File: src/rtl/multi_cycle_controller.sv
// ---------------------------------------------------------------------------
// multi_cycle_controller
//   Main control FSM of the multi-cycle MIPS CPU. Steps each instruction
//   through fetch / decode / execute / memory / writeback over a shared ALU,
//   one memory port and the register file. It drives the datapath mux
//   selects, the write enables and a 2-bit ALUOp for the ALU control decoder.
//   It also counts retired instructions.
//
// Ports
//   clk          rising-edge clock
//   reset        asynchronous reset, active low
//   OpCode       IR[31:26]
//   Funct        IR[5:0]
//   mem_ready    memory completes the current access this cycle
//   PCWrite      unconditional PC load
//   PCWriteCond  PC load when ALU Zero is set
//   IorD         memory address select: 0 PC, 1 ALUOut
//   MemRead      memory read request
//   MemWrite     memory write request
//   IRWrite      load IR and MDR
//   MemtoReg     RF write data: 0 ALUOut, 1 MDR, 2 PC
//   RegDst       RF write address: 0 rt, 1 rd, 2 $31
//   RegWrite     register file write
//   ALUSrcA      0 PC, 1 reg A, 2 shamt
//   ALUSrcB      0 reg B, 1 const 4, 2 ext imm, 3 ext imm<<2
//   ALUOp        00 add, 01 sub, 10 decode OpCode/Funct
//   PCSource     0 ALU result, 1 ALUOut, 2 jump target, 3 reg A
//   ExtOp        1 sign-extend imm, 0 zero-extend
//   LuiOp        select the imm<<16 path
//   illegal      one-cycle pulse in DECODE on an unsupported instruction
//   state        current FSM state (debug)
//   instr_count  retired instruction count, wraps
//
// Memory handshake: MemRead or MemWrite is a request that stays asserted
// while the FSM waits in FETCH, MEM_READ or MEM_WRITE. The access completes
// on the first rising edge where mem_ready is 1 together with the request.
// The FSM advances only on that edge. mem_ready is ignored in all other
// states.
// ---------------------------------------------------------------------------
module multi_cycle_controller #(
    parameter int CNT_W = 32
) (
    input  logic             clk,
    input  logic             reset,
    input  logic [5:0]       OpCode,
    input  logic [5:0]       Funct,
    input  logic             mem_ready,
    output logic             PCWrite,
    output logic             PCWriteCond,
    output logic             IorD,
    output logic             MemRead,
    output logic             MemWrite,
    output logic             IRWrite,
    output logic [1:0]       MemtoReg,
    output logic [1:0]       RegDst,
    output logic             RegWrite,
    output logic [1:0]       ALUSrcA,
    output logic [1:0]       ALUSrcB,
    output logic [1:0]       ALUOp,
    output logic [1:0]       PCSource,
    output logic             ExtOp,
    output logic             LuiOp,
    output logic             illegal,
    output logic [3:0]       state,
    output logic [CNT_W-1:0] instr_count
);

    localparam logic [3:0] S_FETCH     = 4'd0;
    localparam logic [3:0] S_DECODE    = 4'd1;
    localparam logic [3:0] S_MEM_ADDR  = 4'd2;
    localparam logic [3:0] S_MEM_READ  = 4'd3;
    localparam logic [3:0] S_MEM_WB    = 4'd4;
    localparam logic [3:0] S_MEM_WRITE = 4'd5;
    localparam logic [3:0] S_EXEC_R    = 4'd6;
    localparam logic [3:0] S_R_WB      = 4'd7;
    localparam logic [3:0] S_BRANCH    = 4'd8;
    localparam logic [3:0] S_JUMP      = 4'd9;
    localparam logic [3:0] S_EXEC_I    = 4'd10;
    localparam logic [3:0] S_I_WB      = 4'd11;
    localparam logic [3:0] S_JUMP_REG  = 4'd12;

    logic [3:0] cur_state;
    logic [3:0] nxt_state;

    // Instruction classification from the IR fields.
    logic is_mem;
    logic is_jr;
    logic is_r;
    logic is_shift;
    logic is_i;
    logic retire;

    always_comb begin
        is_mem   = (OpCode == 6'h23) || (OpCode == 6'h2b);
        is_jr    = (OpCode == 6'h00) && ((Funct == 6'h08) || (Funct == 6'h09));
        is_shift = (Funct == 6'h00) || (Funct == 6'h02) || (Funct == 6'h03);
        is_r     = (OpCode == 6'h00) &&
                   (((Funct >= 6'h20) && (Funct <= 6'h27)) ||
                    (Funct == 6'h2a) || (Funct == 6'h2b) || is_shift);
        is_i     = (OpCode == 6'h08) || (OpCode == 6'h09) || (OpCode == 6'h0a) ||
                   (OpCode == 6'h0b) || (OpCode == 6'h0c) || (OpCode == 6'h0f);
    end

    // An instruction retires when any state other than DECODE or FETCH
    // returns to FETCH. An illegal instruction leaves DECODE and is not
    // counted. Unused codes 13-15 are not instructions, so they are not
    // counted either.
    always_comb begin
        retire = 1'b0;
        case (cur_state)
            S_MEM_WB, S_MEM_WRITE, S_R_WB, S_BRANCH,
            S_JUMP, S_I_WB, S_JUMP_REG: retire = (nxt_state == S_FETCH);
            default:                    retire = 1'b0;
        endcase
    end

    // State register and retired-instruction counter
    always_ff @(posedge clk or negedge reset) begin
        if (!reset) begin
            cur_state   <= S_FETCH;
            instr_count <= '0;
        end else begin
            cur_state <= nxt_state;
            if (retire)
                instr_count <= instr_count + {{(CNT_W-1){1'b0}}, 1'b1};
        end
    end

    // Next-state logic
    always_comb begin
        nxt_state = S_FETCH;
        case (cur_state)
            S_FETCH:     nxt_state = mem_ready ? S_DECODE : S_FETCH;
            S_DECODE: begin
                if (is_mem)                   nxt_state = S_MEM_ADDR;
                else if (is_jr)               nxt_state = S_JUMP_REG;
                else if (is_r)                nxt_state = S_EXEC_R;
                else if (OpCode == 6'h04)     nxt_state = S_BRANCH;
                else if ((OpCode == 6'h02) ||
                         (OpCode == 6'h03))   nxt_state = S_JUMP;
                else if (is_i)                nxt_state = S_EXEC_I;
                else                          nxt_state = S_FETCH;
            end
            S_MEM_ADDR:  nxt_state = (OpCode == 6'h23) ? S_MEM_READ : S_MEM_WRITE;
            S_MEM_READ:  nxt_state = mem_ready ? S_MEM_WB : S_MEM_READ;
            S_MEM_WRITE: nxt_state = mem_ready ? S_FETCH : S_MEM_WRITE;
            S_EXEC_R:    nxt_state = S_R_WB;
            S_EXEC_I:    nxt_state = S_I_WB;
            default:     nxt_state = S_FETCH;
        endcase
    end

    // Output decode. State-changing enables are gated with reset so that
    // nothing is written while reset is held. This holds even though the
    // state register already shows FETCH during reset.
    logic pc_write;
    logic pc_write_cond;
    logic ir_write;
    logic reg_write;
    logic mem_read;
    logic mem_write;
    logic illegal_i;

    always_comb begin
        pc_write      = 1'b0;
        pc_write_cond = 1'b0;
        ir_write      = 1'b0;
        reg_write     = 1'b0;
        mem_read      = 1'b0;
        mem_write     = 1'b0;
        illegal_i     = 1'b0;
        IorD          = 1'b0;
        MemtoReg      = 2'd0;
        RegDst        = 2'd0;
        ALUSrcA       = 2'd0;
        ALUSrcB       = 2'd0;
        ALUOp         = 2'b00;
        PCSource      = 2'd0;
        ExtOp         = 1'b0;
        LuiOp         = 1'b0;
        case (cur_state)
            S_FETCH: begin
                mem_read = 1'b1;
                ALUSrcB  = 2'd1;
                ir_write = mem_ready;
                pc_write = mem_ready;
            end
            S_DECODE: begin
                ALUSrcB   = 2'd3;
                ExtOp     = 1'b1;
                illegal_i = !(is_mem || is_jr || is_r || is_i || (OpCode == 6'h04) ||
                              (OpCode == 6'h02) || (OpCode == 6'h03));
            end
            S_MEM_ADDR: begin
                ALUSrcA = 2'd1;
                ALUSrcB = 2'd2;
                ExtOp   = 1'b1;
            end
            S_MEM_READ: begin
                mem_read = 1'b1;
                IorD     = 1'b1;
            end
            S_MEM_WB: begin
                reg_write = 1'b1;
                MemtoReg  = 2'd1;
            end
            S_MEM_WRITE: begin
                mem_write = 1'b1;
                IorD      = 1'b1;
            end
            S_EXEC_R: begin
                ALUSrcA = is_shift ? 2'd2 : 2'd1;
                ALUOp   = 2'b10;
            end
            S_R_WB: begin
                reg_write = 1'b1;
                RegDst    = 2'd1;
            end
            S_EXEC_I: begin
                ALUSrcA = 2'd1;
                ALUSrcB = 2'd2;
                ALUOp   = 2'b10;
                ExtOp   = (OpCode != 6'h0c) && (OpCode != 6'h0f);
                LuiOp   = (OpCode == 6'h0f);
            end
            S_I_WB: begin
                reg_write = 1'b1;
            end
            S_BRANCH: begin
                ALUSrcA       = 2'd1;
                ALUOp         = 2'b01;
                pc_write_cond = 1'b1;
                PCSource      = 2'd1;
            end
            S_JUMP: begin
                pc_write = 1'b1;
                PCSource = 2'd2;
                if (OpCode == 6'h03) begin
                    reg_write = 1'b1;
                    RegDst    = 2'd2;
                    MemtoReg  = 2'd2;
                end
            end
            S_JUMP_REG: begin
                pc_write = 1'b1;
                PCSource = 2'd3;
                if (Funct == 6'h09) begin
                    reg_write = 1'b1;
                    RegDst    = 2'd1;
                    MemtoReg  = 2'd2;
                end
            end
            default: ;
        endcase
    end

    assign PCWrite     = pc_write      & reset;
    assign PCWriteCond = pc_write_cond & reset;
    assign IRWrite     = ir_write      & reset;
    assign RegWrite    = reg_write     & reset;
    assign MemRead     = mem_read      & reset;
    assign MemWrite    = mem_write     & reset;
    assign illegal     = illegal_i     & reset;
    assign state       = cur_state;

endmodule
File: config.mk
export PLATFORM = sky130hd
export DESIGN_NAME = multi_cycle_controller
export DESIGN_NICKNAME = d
export VERILOG_FILES = /design/src/rtl/multi_cycle_controller.sv
export SDC_FILE = /design/constraint.sdc
export NUM_CORES = 1
export LEC_CHECK = 0
export ABC_CLOCK_PERIOD_IN_PS = 2500
export BUFFER_PORTS_ARGS = -buffer_cell sky130_fd_sc_hd__buf_2
export CAP_MARGIN = 20
export CORE_UTILIZATION = 40
export CTS_CLUSTER_SIZE = 8
export DETAILED_ROUTE_END_ITERATION = 8
export HOLD_SLACK_MARGIN = 0.03
export PLACE_DENSITY_LB_ADDON = 0.15
export SLEW_MARGIN = 10
export SYNTH_ARGS = -nofsm -noshare
export SYNTH_HDL_FRONTEND = slang
export SYNTH_SLANG_ARGS = --single-unit
export TNS_END_PERCENT = 10
File: constraint.sdc
create_clock -name clk -period 2.5 [get_ports clk]
set_input_delay 0.375 -clock clk [delete_from_list [all_inputs] [get_ports clk]]
set_output_delay 0.375 -clock clk [all_outputs]
set_load 0.03 [all_outputs]
==> results_dict.tcl <==
set metrics [dict create \
    status "completed" \
    cts_made_buffers 5 \
    grt_max_degree 29 \
    rsz0062_at_grt "no" \
    ff2ff_path_depth 5 \
    synthMostInstantiatedCell "dfrtp_1" \
    synthTopCellsByArea "dfrtp_1 (41%), xnor2_1 (7.7%), xor2_1 (5.6%)" \
    syn_nets 259 \
    syn2layout_area_growth_pct 26.3 \
    wl_um 5170 \
    relSlewSlack 0.571 \
    drv_slew 0 \
    peakVddDrop_uv 379 \
    cts_tree "done" \
    holdWs_ns 0.409 \
    worstMarginPinSlew_ns 0.634 \
    rows 26 \
    syn_area_per_cell_um2 8.94 \
    final.period_utilization 0.942 \
    layout_min_cycle_time_ns 2.35 \
    yosysSeqAreaShare 0.415 \
    antenna_cells 0 \
    synth_warnings 0 \
    max-cap-violations 0 \
    clock_tree.root_cell "clkbuf_8" \
    drtIter0Drc 58 \
    hold_viol 0 \
    dp.cells 386 \
    grt_pass1_vias 1728 \
    antenna_found_initial 0 \
    postRouteAntennaNets 0 \
    fp.dieW_um 75.7 \
    nets 340 \
    port_buffers 72 \
    htree_num_levels 2 \
    via_count 2022 \
    routed_via_density 5.13 \
    crit_path_end_kind "output pin" \
    fmax_mhz 425 \
    synth_cells 243 \
    clkLatencyLatePin_ns 0.28 \
    wl_per_cell_um 13.1 \
    grt_first_pass_wirelength_um 8020 \
    finalSetupViolCount 0 \
    die-height_um 75.7 \
    grt_usage 0.186 \
    fin_skew_ns 0.00404 \
    post-cts-setup-buffers 0 \
    synth_seq_cells 36 \
    drive_gt1_frac 0.284 \
    worstHoldPathType "input pin to flip-flop" \
    yosysTopAreaCell "dfrtp_1" \
    worstHoldPathCells 3 \
    synth_top_cell_area_share 0.415 \
    clk_path_buf_depth 2 \
    first_pass_iters 4 \
    synthDistinctLibCells 45 \
    io_pins 73 \
    cellLeakagePower_nw 1.40 \
    num-fill-cells 513 \
    ys.flop_type "dfrtp_1" \
    synth_edf_count 0 \
    crit_type "flip-flop to output pin" \
    core_area_um2 5170 \
    final_cells 394 \
    overflow 0 \
    cp.required_ns 2.12 \
    startpoint_type "flip-flop" \
    power.density_nw_per_um2 676 \
    cp_max_fo 9 \
    dpl.hpwl_um 4030 \
    place_congestion 0.812 \
    synth_common_cells "dfrtp_1 (36), nor2_1 (29), xnor2_1 (19)" \
    cts.sinks 36 \
    clk_pin_slew_ns 0.06 \
    async_reset_ff_frac 1.00 \
    start_util 0.420 \
    die_area_um2 5730 \
    arrival_ns 1.98 \
    drc 0 \
    syn-cell-area_um2 2170 \
]
-- critical path, stage by stage (launching register included) --
cell      delay [ns]
dfrtp_1         0.46
buf_4           0.20
nand2b_1        0.13
nor2_1          0.06
and3_1          0.19
a41o_1          0.21
o31a_1          0.27
buf_2           0.17
-- flip-flops by register name, indices dropped and copies added (netlist names) --
signal	flops
state	4
instr_count	32
-- final timing paths --
kind                       slack (ns)               to            start
min in group asynchronous        0.53  instr_count[31]            reset
max in group asynchronous        1.30   instr_count[3]            reset
min                              0.41         state[0]        OpCode[1]
min reg2reg                      0.46  instr_count[31]  instr_count[31]
max reg2reg                      0.45   instr_count[8]         state[1]
max                              0.15         RegWrite         state[0]
-- per-stage QoR --
step	cell area, um2	TNS, ns	setup WS, ns	total power [mW]	util
after detailed placement	2650	0	0.215	1.48	0.513
after floorplan	2180	-0.0253	-0.0253	1.23	-
after CTS	2740	0	0.135	1.88	0.530
after global placement	2650	0	0.246	1.48	0.513
after global routing	2740	0	0.0247	1.98	0.530
final	2740	0	0.145	1.85	0.530
-- where the power goes --
group	switching, mW	internal, mW	total, mW
Clock	0.196	0.189	0.385
Sequential	0.0903	0.631	0.722
Combinational	0.495	0.252	0.747
-- cell families after synthesis --
| group | after synthesis | share of synthesized area |
|---|---|---|
| buf+inv | 15 | 0.0305 |
| mux | 1 | 0.00518 |
| simple gates | 131 | 0.328 |
| flops | 36 | 0.415 |
| compound gates | 26 | 0.0829 |
| xor+xnor | 33 | 0.133 |
| fa+ha+maj | 1 | 0.00576 |
-- per-layer routing --
metal  track usage  routed length [um]
met5             0                   0
met4        0.0494                  46
met3        0.0437                 191
met2         0.305                2470
met1         0.247                2460
-- timing repair --
action / 4_1_cts / 5_1_grt
gates resized for setup: 0 / 2
endpoints found under the hold margin: 8 / 0
hold buffers: 1 / 0
setup endpoints to repair: 0 / 3
-- layout by cell type, fill, tap and decap left out, drive strengths merged, types with 3 or more instances in the layout --
cell and n:
xnor2 19, and3 10, dfrtp 36, nor3 13, nor3b 4, nor4 4
clkbuf 6, nor2 29, nand2b 7, inv 8, nand4 14, a21oi 4
o21ai 6, nand2 17, or3 3, and2 4, buf 80, nand3 11
nor2b 6, xor2 14
-- cell type report --
class	instances	area (um2)	share of cell area
Clock inverter	1	5.00	0.00182
Multi-Input combinational cell	192	1220	0.444
Clock buffer	6	72.6	0.0264
Inverter	8	30.0	0.0109
Sequential cell	36	901	0.328
Timing Repair Buffer	81	430	0.157
Tap cell	70	87.6	0.0319
Power figures use the tool's default switching activity.
